--- src/rtl/demux32bit_1_2.sv ---
// demux32bit_1_2: registered 1-to-2 demultiplexer for 32-bit words.
// A single producer offers words with a route select bit X; each accepted
// word lands in the one-entry holding slot of port A (X=0) or port B (X=1).
// Each slot has its own valid/ready handshake toward its consumer and a
// wrapping count of the words it has accepted since reset.

// DemuxPortSlot: one output port's holding register, EMPTY/FULL state,
// handshake and transfer counter. The top instantiates two of these.
module DemuxPortSlot #(
    parameter int WIDTH = 32,
    parameter int CW    = 16
) (
    input  logic             clk,
    input  logic             rst,
    input  logic             load_i,
    input  logic [WIDTH-1:0] loadData_i,
    input  logic             ready_i,
    output logic [WIDTH-1:0] data_o,
    output logic             valid_o,
    output logic             canLoad_o,
    output logic [CW-1:0]    count_o
);

    typedef enum logic {
        SLOT_EMPTY = 1'b0,
        SLOT_FULL  = 1'b1
    } slot_state_e;

    slot_state_e      state_q;
    slot_state_e      state_d;
    logic [WIDTH-1:0] data_q;
    logic [WIDTH-1:0] data_d;
    logic [CW-1:0]    count_q;
    logic [CW-1:0]    count_d;

    // Slot state register; reset drops any held word.
    always_ff @(posedge clk) begin
        if (rst) begin
            state_q <= SLOT_EMPTY;
        end else begin
            state_q <= state_d;
        end
    end

    // Next slot state: a load always leaves the slot FULL (even when the old
    // word drains in the same edge); otherwise a taken word empties it.
    always_comb begin
        state_d = state_q;
        case (state_q)
            SLOT_EMPTY: begin
                if (load_i) begin
                    state_d = SLOT_FULL;
                end
            end
            SLOT_FULL: begin
                if (load_i) begin
                    state_d = SLOT_FULL;
                end else if (ready_i) begin
                    state_d = SLOT_EMPTY;
                end
            end
            default: begin
                state_d = SLOT_EMPTY;
            end
        endcase
    end

    // Slot outputs: valid mirrors FULL, and the slot can take a new word
    // whenever it is empty or its current word is leaving this cycle.
    always_comb begin
        valid_o   = (state_q == SLOT_FULL);
        canLoad_o = (state_q == SLOT_EMPTY) | ready_i;
        data_o    = data_q;
        count_o   = count_q;
    end

    // Holding register next value; data keeps its last word after a drain.
    always_comb begin
        data_d = data_q;
        if (load_i) begin
            data_d = loadData_i;
        end
    end

    // Holding register storage, cleared by reset so no stale word survives.
    always_ff @(posedge clk) begin
        if (rst) begin
            data_q <= '0;
        end else begin
            data_q <= data_d;
        end
    end

    // Transfer counter next value; wraps naturally at 2^CW.
    always_comb begin
        count_d = count_q;
        if (load_i) begin
            count_d = count_q + CW'(1);
        end
    end

    // Transfer counter storage.
    always_ff @(posedge clk) begin
        if (rst) begin
            count_q <= '0;
        end else begin
            count_q <= count_d;
        end
    end

endmodule

// Top level: routes the producer's word to one of the two slots.
module demux32bit_1_2 #(
    parameter int WIDTH = 32,
    parameter int CW    = 16
) (
    input  logic             clk,
    input  logic             rst,
    input  logic [WIDTH-1:0] in_data,
    input  logic             in_valid,
    input  logic             X,
    output logic             in_ready,
    output logic [WIDTH-1:0] a_data,
    output logic             a_valid,
    input  logic             a_ready,
    output logic [WIDTH-1:0] b_data,
    output logic             b_valid,
    input  logic             b_ready,
    output logic [CW-1:0]    a_count,
    output logic [CW-1:0]    b_count
);

    logic aCanLoad;
    logic bCanLoad;
    logic loadA;
    logic loadB;

    // Input handshake: readiness depends only on the selected slot, never on
    // in_valid, so the producer may look at in_ready before committing.
    always_comb begin
        in_ready = X ? bCanLoad : aCanLoad;
        loadA    = in_valid & in_ready & ~X;
        loadB    = in_valid & in_ready & X;
    end

    DemuxPortSlot #(
        .WIDTH(WIDTH),
        .CW   (CW)
    ) uSlotA (
        .clk       (clk),
        .rst       (rst),
        .load_i    (loadA),
        .loadData_i(in_data),
        .ready_i   (a_ready),
        .data_o    (a_data),
        .valid_o   (a_valid),
        .canLoad_o (aCanLoad),
        .count_o   (a_count)
    );

    DemuxPortSlot #(
        .WIDTH(WIDTH),
        .CW   (CW)
    ) uSlotB (
        .clk       (clk),
        .rst       (rst),
        .load_i    (loadB),
        .loadData_i(in_data),
        .ready_i   (b_ready),
        .data_o    (b_data),
        .valid_o   (b_valid),
        .canLoad_o (bCanLoad),
        .count_o   (b_count)
    );

endmodule

--- config.mk ---
export PLATFORM = sky130hd
export DESIGN_NAME = demux32bit_1_2
export DESIGN_NICKNAME = d
export VERILOG_FILES = /design/src/rtl/demux32bit_1_2.sv
export SDC_FILE = /design/constraint.sdc
export NUM_CORES = 1
export LEC_CHECK = 0
export BUFFER_PORTS_ARGS = -buffer_cell sky130_fd_sc_hd__buf_2
export CAP_MARGIN = 5
export CORE_UTILIZATION = 49
export DETAILED_ROUTE_END_ITERATION = 10
export PLACE_DENSITY = 0.79
export RECOVER_POWER = 25
export SLEW_MARGIN = 5
export SYNTH_ARGS = -nofsm -noshare
export SYNTH_HDL_FRONTEND = slang
export SYNTH_HIERARCHICAL = 1
export SYNTH_SLANG_ARGS = --single-unit
--- constraint.sdc ---
create_clock -name clk -period 1.98 [get_ports clk]
set_input_delay 0.198 -clock clk [delete_from_list [all_inputs] [get_ports clk]]
set_output_delay 0.198 -clock clk [all_outputs]
set_load 0.02 [all_outputs]
Yosys cells after proc, flatten, opt, wreduce, memory -nomap -nowiden
Index checks and enable logic that the tools add are counted.

cells by class
  add/subtract/negate cells = 2
  multiplexer cells = 9
  bitwise logic cells = 8

operators with widths
  operator                                        number
  adder 16 x 1 -> 16 bit (second input constant)  2
  two-way mux 1 bit                               7
  case mux 1 bit (2 select lines)                 2
  AND 1 bit                                       3
  NOT 1 bit                                       3
  bitwise OR 1 bit                                2

storage, ports and cells
  register bits after elaboration = 98
  bits of input ports = 38
  output and inout port bits = 99

Depth between registers and ports, before layout
Gate-level depths: netlist of the first run.

  word-level depth = 7
  depth in mapped cells = 7
  depth with buffers taken out = 6

Hierarchy
Netlist of the first run, hierarchy kept.

by module, submodules not included
  module          instances  cells each  area each (um^2)  sequential area each (um^2)
  DemuxPortSlot   2          191         1889.3            980.9
  demux32bit_1_2  1          3           32.5              0.0

Worst setup path after synthesis of the first run
Ideal clock, no wire load.

  kind = flip-flop to flip-flop
  start point = register uSlotA.state_q, in the netlist uSlotA/valid_o
  end point = register uSlotA.count_q[12], in the netlist uSlotA/count_o[12]
  setup time = 0.127 ns
  arrival = 1.658 ns
  slack = 0.195 ns
  stages on the path, launching flop included = 8
  period minus slack after synthesis = 1.785 ns
  cell sequence = dfxtp_1 nand2b_1 and3b_2 buf_2 nand4_1 or4_4 xnor2_1 nor2b_1

between the ends
  cells in the longest elaborated chain, start to end = 5

RTL lines
  item                     RTL line  text
  start, declared          29        slot_state_e state_q;
  start signal, assigned   41        state_q <= state_d;
  NOT 1 bit                72        canLoad_o = (state_q == SLOT_EMPTY) | ready_i;
  bitwise OR 1 bit         72
  net aCanLoad             134       logic aCanLoad;
  two-way mux 1 bit        142       in_ready = X ? bCanLoad : aCanLoad;
  AND 1 bit (2 in series)  143       loadA = in_valid & in_ready & ~X;
  net loadA                136       logic loadA;
  end signal, assigned     107       count_q <= count_d;
  end, declared            33        logic [CW-1:0] count_q;

The timed path passes the listed nets, and every way through them passes these cells.
A chain may end at the register's enable or synchronous reset.

Worst setup path after layout of the first run
  start point = register uSlotB.state_q, in the netlist uSlotB/valid_o
  end point = register uSlotB.data_q[30], in the netlist uSlotB/data_o[30]

between the ends
  cells in the longest elaborated chain, start to end = 5

RTL lines
  item                     RTL line  text
  start, declared          29
  start signal, assigned   41
  NOT 1 bit                72
  bitwise OR 1 bit         72
  net bCanLoad             135       logic bCanLoad;
  two-way mux 1 bit        142
  AND 1 bit (2 in series)  144       loadB = in_valid & in_ready & X;
  net loadB                137       logic loadB;
  end signal, assigned     90        data_q <= data_d;
  end, declared            31        logic [WIDTH-1:0] data_q;

The timed path passes the listed nets, and every way through them passes these cells.

==> results of run 1 <==
==> tightest hold or removal path, delay by kind of cell <==
family	cells	cell delay (ns)
buf+inv	1	0.09
simple gates	1	0.07
mux	1	0.06
==> how the worst max path moves through the flow <==
stage,from,endpoint,slack [ns],cells after the start
after global routing,uSlotA/valid_o$_SDFF_PP0_,uSlotA/count_o[13]$_SDFFE_PP0P_,0.11,6
after global placement,b_ready,uSlotB/data_o[19]$_SDFFE_PP0P_,0.28,7
final,uSlotB/valid_o$_SDFF_PP0_,uSlotB/data_o[30]$_SDFFE_PP0P_,0.24,6
after detailed placement,b_ready,uSlotB/data_o[28]$_SDFFE_PP0P_,0.25,7
after CTS,uSlotB/valid_o$_SDFF_PP0_,uSlotB/data_o[30]$_SDFFE_PP0P_,0.24,6
after floorplan,uSlotA/valid_o$_SDFF_PP0_,uSlotA/count_o[12]$_SDFFE_PP0P_,0.19,7
==> metrics by stage <==
| stage | instances | hold slack (ns) | setup slack [ns] |
|---|---|---|---|
| 2_1_floorplan | 385 | 0.3452 | 0.1947 |
| 3_3_place_gp | 607 | 0.4493 | 0.2848 |
| 3_5_place_dp | 607 | 0.4567 | 0.2485 |
| 4_1_cts | 623 | 0.08695 | 0.2367 |
| 5_1_grt | 623 | 0.1024 | 0.1097 |
| 6_report | 623 | 0.1013 | 0.2368 |
==> Yosys cell counts (all sizes together), types with 3 or more instances <==
cell and n:
inv 4, nor2 94, mux2i 66, nand4 12, nand3 10, nand2 10, mux2 7, and4 4
buf 10, nand2b 4, a21oi 6, nor3 6, nor2b 8, and3 3, clkbuf 10, xor2 12
dfxtp 98, xnor2 8
==> area by class of cell <==
type                    instances  area (µm²)
clock buffers                  12       135.1
clock inverters                 4       28.78
fillers                       673        2661
inverters                       4       15.01
multi-input cells             263        1747
flip-flops and latches         98        1962
well taps                      99       123.9
repair buffers                143       696.9
==> metal layers <==
metal,track usage,vias up,part of all wire
li1,-,1566,-
met1,0.2684,1420,0.47
met2,0.3365,117,0.45
met3,0.04653,14,0.063
met4,0.08468,0,0.021
met5,0,-,0
==> sequential cells by signal, summed over array words and instances, names as in the netlist <==
signal,cells
uSlotA/data_o,32
uSlotB/data_o,32
uSlotA/count_o,16
uSlotB/count_o,16
uSlotA/valid_o,1
uSlotB/valid_o,1
==> logic make-up (layout without fill, tap and decap cells) <==
logic type / count (synthesis) / after routing / synth area share
compound gates: 10 / 10 / 0.01510
xor+xnor: 20 / 20 / 0.04596
fa+ha+maj: 2 / 2 / 0.006565
buf+inv: 24 / 163 / 0.02692
flops: 98 / 98 / 0.5148
mux: 73 / 73 / 0.1950
simple gates: 158 / 158 / 0.1957
==> power groups by stage <==
| stage | combinational, mW | sequential [mW] | clock (mW) |
|---|---|---|---|
| floorplan | 0.190 | 2.21 | 0 |
| global route | 0.464 | 2.09 | 1.22 |
| finish | 0.427 | 2.08 | 1.11 |
| CTS | 0.443 | 2.08 | 1.14 |
| detailed placement | 0.442 | 2.13 | 0 |
| global placement | 0.434 | 2.12 | 0 |
==> qor.csv, run 1 <==
metric,value,unit
Synth area leader,dfxtp_1,
GP Congestion,0.8631,
final setup vio count,0,
Initial Utilization,0.5171,
Cells after Synth,385,
global route overflow,0,
sequential area share after synthesis,0.5148,
global-route wire length before repair,14030,µm
Post-synth ARST share,0,
Hold EP,uSlotB/data_o[6]$_SDFFE_PP0P_,
# IOs,137,
"setup slack, reg-to-reg",0.24,ns
clock root cell,clkbuf_8,
post-CTS setup buffer count,0,
Main synth FF type,dfxtp_1,
Slew headroom,0.5775,
Mapped Area,0.003811,mm²
unique cell type count in the Yosys netlist,28,
Static Leak,2.020,nW
CTS tree,yes,
Total Routing Usage GR,0.2081,
worst endpoint required time,2.19,ns
clk_lat worst skew,0.34,ns
Setup crit end kind,flip-flop,
initial antenna violation count,0,
Clock Power Share,0.307,
Net Sw Power,0.9614,mW
Pre-Repair DR Iteration Count,4,
family with the most delay on the worst path,buffers and inverters,
R2R Path End,uSlotB/data_o[30]$_SDFFE_PP0P_,
Max Slew Vio Count,0,
CP cell instances,nand2b_1 > and3_2 > buf_4 > buf_4 > mux2i_1 > nor2_1,
Max Cap Violations,0,
largest net degree at the start of global routing,43,
Synth Register Bits,98,
Internal,2.663,mW
initial DRC count,137,
crit path launch type,flip-flop,
final hold vios,0,
DR vias/cell,5.003,
top-area cell type share of the netlist area,0.5148,
WL final,8364,µm
cell depth of the worst hold path,3,
antenna fix cells,0,
worst hold start,in_data[6],
Combinational Power Share,0.118,
routed via count,3117,
CTS buffer count,9,
Post-DP Area,0.004606,mm²
PnR Total Power,3.624,mW
Synth-to-Final Area Change,23.54,%
power per cell area,769.8,mW/mm²
post-route core utilization,0.6389,
"commonest non-fill, non-tap cell in the layout",dfxtp_1,
Synth Warn #,6,
share of cells above drive strength 1,0.2328,
reg-to-reg critical path startpoint,uSlotB/valid_o$_SDFF_PP0_,
Critical Path Fanout Max,30,
Final HPWL DP,5888,µm
# DRC,0,
Reg power frac,0.575,
Core ar.,0.007370,mm²
Critical Path Max Stage Delay,0.47,ns
Die Area,0.008134,mm²
Setup TNS,0,ns
Slew @ Worst Pin,0.6338,ns
drt wl/cell,13.43,µm
synth top area cells,"dfxtp_1 (51%), mux2i_1 (17%), nor2_1 (9.3%), xor2_1 (2.8%), xnor2_1 (1.8%)",
IO Port Bufs,136,
Peak supply drop,0.4786,mV
Worst Setup Path Type,flip-flop to flip-flop,
"EDFF count, synth",0,
H-tree depth,3,
Critical-path top delay cell,buf_4,
Post-CTS Hold Buffers,0,
clk slew on worst S/H paths,0.09,ns
CTS Buffer Depth,2,
RSZ-0062 raised after global routing,false,
R2R cell count,6,
Die Width,90.19,µm
critical path buffer and inverter count,2,
Hold WC Path Type,primary input to flip-flop,
syn avg cell area,9.899,µm²
Worst Path Arrival,1.96,ns
fin crit period,1.743,ns
Die Ht,90.19,µm
fin area,0.004708,mm²
clock sinks,98,
Core Rows,31,
final worst path period share,0.8804,
cell mode on critical path,buf_4,
clock skew,0.01076,ns
syn nets,425,
post-CTS sizing,0,
switching portion of total power,0.2653,
most frequent cells in the layout,"dfxtp_1 (98), nor2_1 (94), buf_2 (87)",
maximum clock frequency,0.5737,GHz
nets,559,
outcome,"complete, no violations",
number of global-route vias before repair,3066,
Post-DRT Antenna Nets,0,
Power figures use the tool's default switching activity.
==> run 2, diff against run 1 <==
- clock period: 1.98 -> 1.8 ns (I/O delays scaled with it)
==> run 2 against run 1 <==
Sequential power up 10%. Worst hold slack worse by 0.018 ns. Combinational power rose by 14%. Clock skew is 0.0017 ns higher. Cell area rose by 2.6%. Sequential share of layout area is 1.1 points lower. Via count grew 2.9%. Non-clock buffer count is 8 higher. Wire length grew 6.0%. Critical endpoint is now uSlotA/count_o[12]$_SDFFE_PP0P_.
==> qor.csv, run 2 (synthesis results as in run 1) <==
metric,value,unit,change
global-route wire length before repair,14550,µm,+3.7%
Final HPWL DP,6358,µm,+8.0%
Pre-Repair DR Iteration Count,4,,unchanged
Post-DP Area,0.004653,mm²,+1.0%
Slew headroom,0.7287,,+0.1513
final worst path period share,0.9511,,+0.07071
Die Area,0.008134,mm²,unchanged
CTS Buffer Depth,2,,unchanged
Core Rows,31,,unchanged
Die Width,90.19,µm,unchanged
routed via count,3207,,+2.9%
clock root cell,clkbuf_8,,
Synth-to-Final Area Change,26.79,%,
outcome,"complete, no violations",,
Worst Setup Path Type,flip-flop to flip-flop,,
most frequent cells in the layout,"dfxtp_1 (98), nor2_1 (94), buf_2 (88)",,
antenna fix cells,0,,unchanged
Critical Path Max Stage Delay,0.53,ns,+0.06 ns
share of cells above drive strength 1,0.2519,,+0.01906
final hold vios,0,,unchanged
clock skew,0.01244,ns,+0.001683 ns
WL final,8870,µm,+6.0%
family with the most delay on the worst path,simple AND/OR/NAND/NOR gates,,
Max Slew Vio Count,0,,unchanged
Critical Path Fanout Max,4,,-87%
H-tree depth,3,,unchanged
clk slew on worst S/H paths,0.09,ns,about the same
Max Cap Violations,0,,unchanged
final setup vio count,0,,unchanged
Setup crit end kind,flip-flop,,
maximum clock frequency,0.5841,GHz,+1.8%
fin crit period,1.712,ns,-0.03119 ns
CP cell instances,nand2b_1 > and3b_2 > nand4_1 > or4_4 > xnor2_1 > nor2b_1,,
Static Leak,2.102,nW,+4.0%
CTS buffer count,9,,unchanged
Hold WC Path Type,primary input to flip-flop,,
clock sinks,98,,unchanged
power per cell area,900.5,mW/mm²,+17%
Setup TNS,0,ns,unchanged
Fillers,656,,-2.5%
DR vias/cell,5.082,,+1.6%
Die Ht,90.19,µm,unchanged
nets,567,,+1.4%
number of global-route vias before repair,3049,,-0.55%
Total Routing Usage GR,0.2184,,+0.01032
critical path buffer and inverter count,0,,-2
worst endpoint required time,2.02,ns,-0.17 ns
Slew @ Worst Pin,0.4069,ns,-0.2269 ns
CTS tree,yes,,
initial antenna violation count,0,,unchanged
initial DRC count,195,,+42%
Post-DRT Antenna Nets,0,,unchanged
drt wl/cell,14.06,µm,+4.7%
# DRC,0,,unchanged
largest net degree at the start of global routing,43,,unchanged
"commonest non-fill, non-tap cell in the layout",dfxtp_1,,
clk_lat worst skew,0.35,ns,about the same
Core ar.,0.007370,mm²,unchanged
Critical-path top delay cell,or4_4,,
IO Port Bufs,136,,unchanged
crit path launch type,flip-flop,,
Worst Path Arrival,1.93,ns,-0.03 ns
Initial Utilization,0.5171,,unchanged
fin area,0.004832,mm²,+2.6%
GP Congestion,0.8789,,+1.8%
global route overflow,0,,unchanged
post-CTS setup buffer count,0,,unchanged
# IOs,137,,unchanged
Peak supply drop,0.4582,mV,-4.2%
## run 2: cell count changes in the layout (fill, tap and decap cells not counted), sizes merged
cell and change:
buf +9, bufinv +2, clkinvlp -2, clkbuf -1
## run 2: path summary, 6_finish.rpt
kind | endpoint | cells after the start | from | slack, ns
max reg2reg | uSlotA/count_o[12]$_SDFFE_PP0P_ | 6 | uSlotA/valid_o$_SDFF_PP0_ | 0.09
max | uSlotA/count_o[12]$_SDFFE_PP0P_ | 6 | uSlotA/valid_o$_SDFF_PP0_ | 0.09
min reg2reg | uSlotB/data_o[27]$_SDFFE_PP0P_ | 2 | uSlotB/data_o[27]$_SDFFE_PP0P_ | 0.50
min | uSlotB/data_o[4]$_SDFFE_PP0P_ | 3 | in_data[4] | 0.08
## run 2: worst reg2reg max path: stages, from the launching register on
cell	delay, ns
dfxtp_1	0.31
nand2b_1	0.10
and3b_2	0.22
nand4_1	0.18
or4_4	0.53
xnor2_1	0.13
nor2b_1	0.12
## run 2: repair_timing
item / CTS / global route
endpoints found under the setup margin: 0 / 3
resized for setup: 0 / 2
hold buffers: 0 / 0
## run 2: power breakdown
group | internal, mW | leakage, nW | switching, mW
Combinational | 0.184 | 1.19 | 0.302
Clock | 0.860 | 0.117 | 0.717
Sequential | 2.25 | 0.798 | 0.0426
## run 2: per-stage QoR
stage	hold slack [ns]	power, mW	utilization	std cells	setup slack, ns
after floorplan	0.3272	2.644	-	385	0.01474
after global placement	0.4320	2.820	0.6314	615	0.1441
after detailed placement	0.4414	2.836	0.6314	615	0.1177
final	0.08340	4.352	0.6557	631	0.08802
after CTS	0.06350	4.402	0.6625	631	0.1144
after global routing	0.07731	4.534	0.6557	631	-0.01899
## run 2: per-layer routing
layer	up-vias	share of wire	global-route usage
met1	1498	0.44	0.2792
met4	0	0.018	0.08065
met5	-	0	0
li1	1579	-	-
met3	13	0.074	0.05838
met2	117	0.47	0.3531
## run 2: cell type report
class,instances,area (µm²),area share
clock buffers,12,155.1,0.03211
clock inverters,4,73.82,0.01528
inverters,4,15.01,0.003107
multi-input cells,263,1757,0.3635
flip-flops and latches,98,1962,0.4060
well taps,99,123.9,0.02563
repair buffers,151,745.7,0.1543
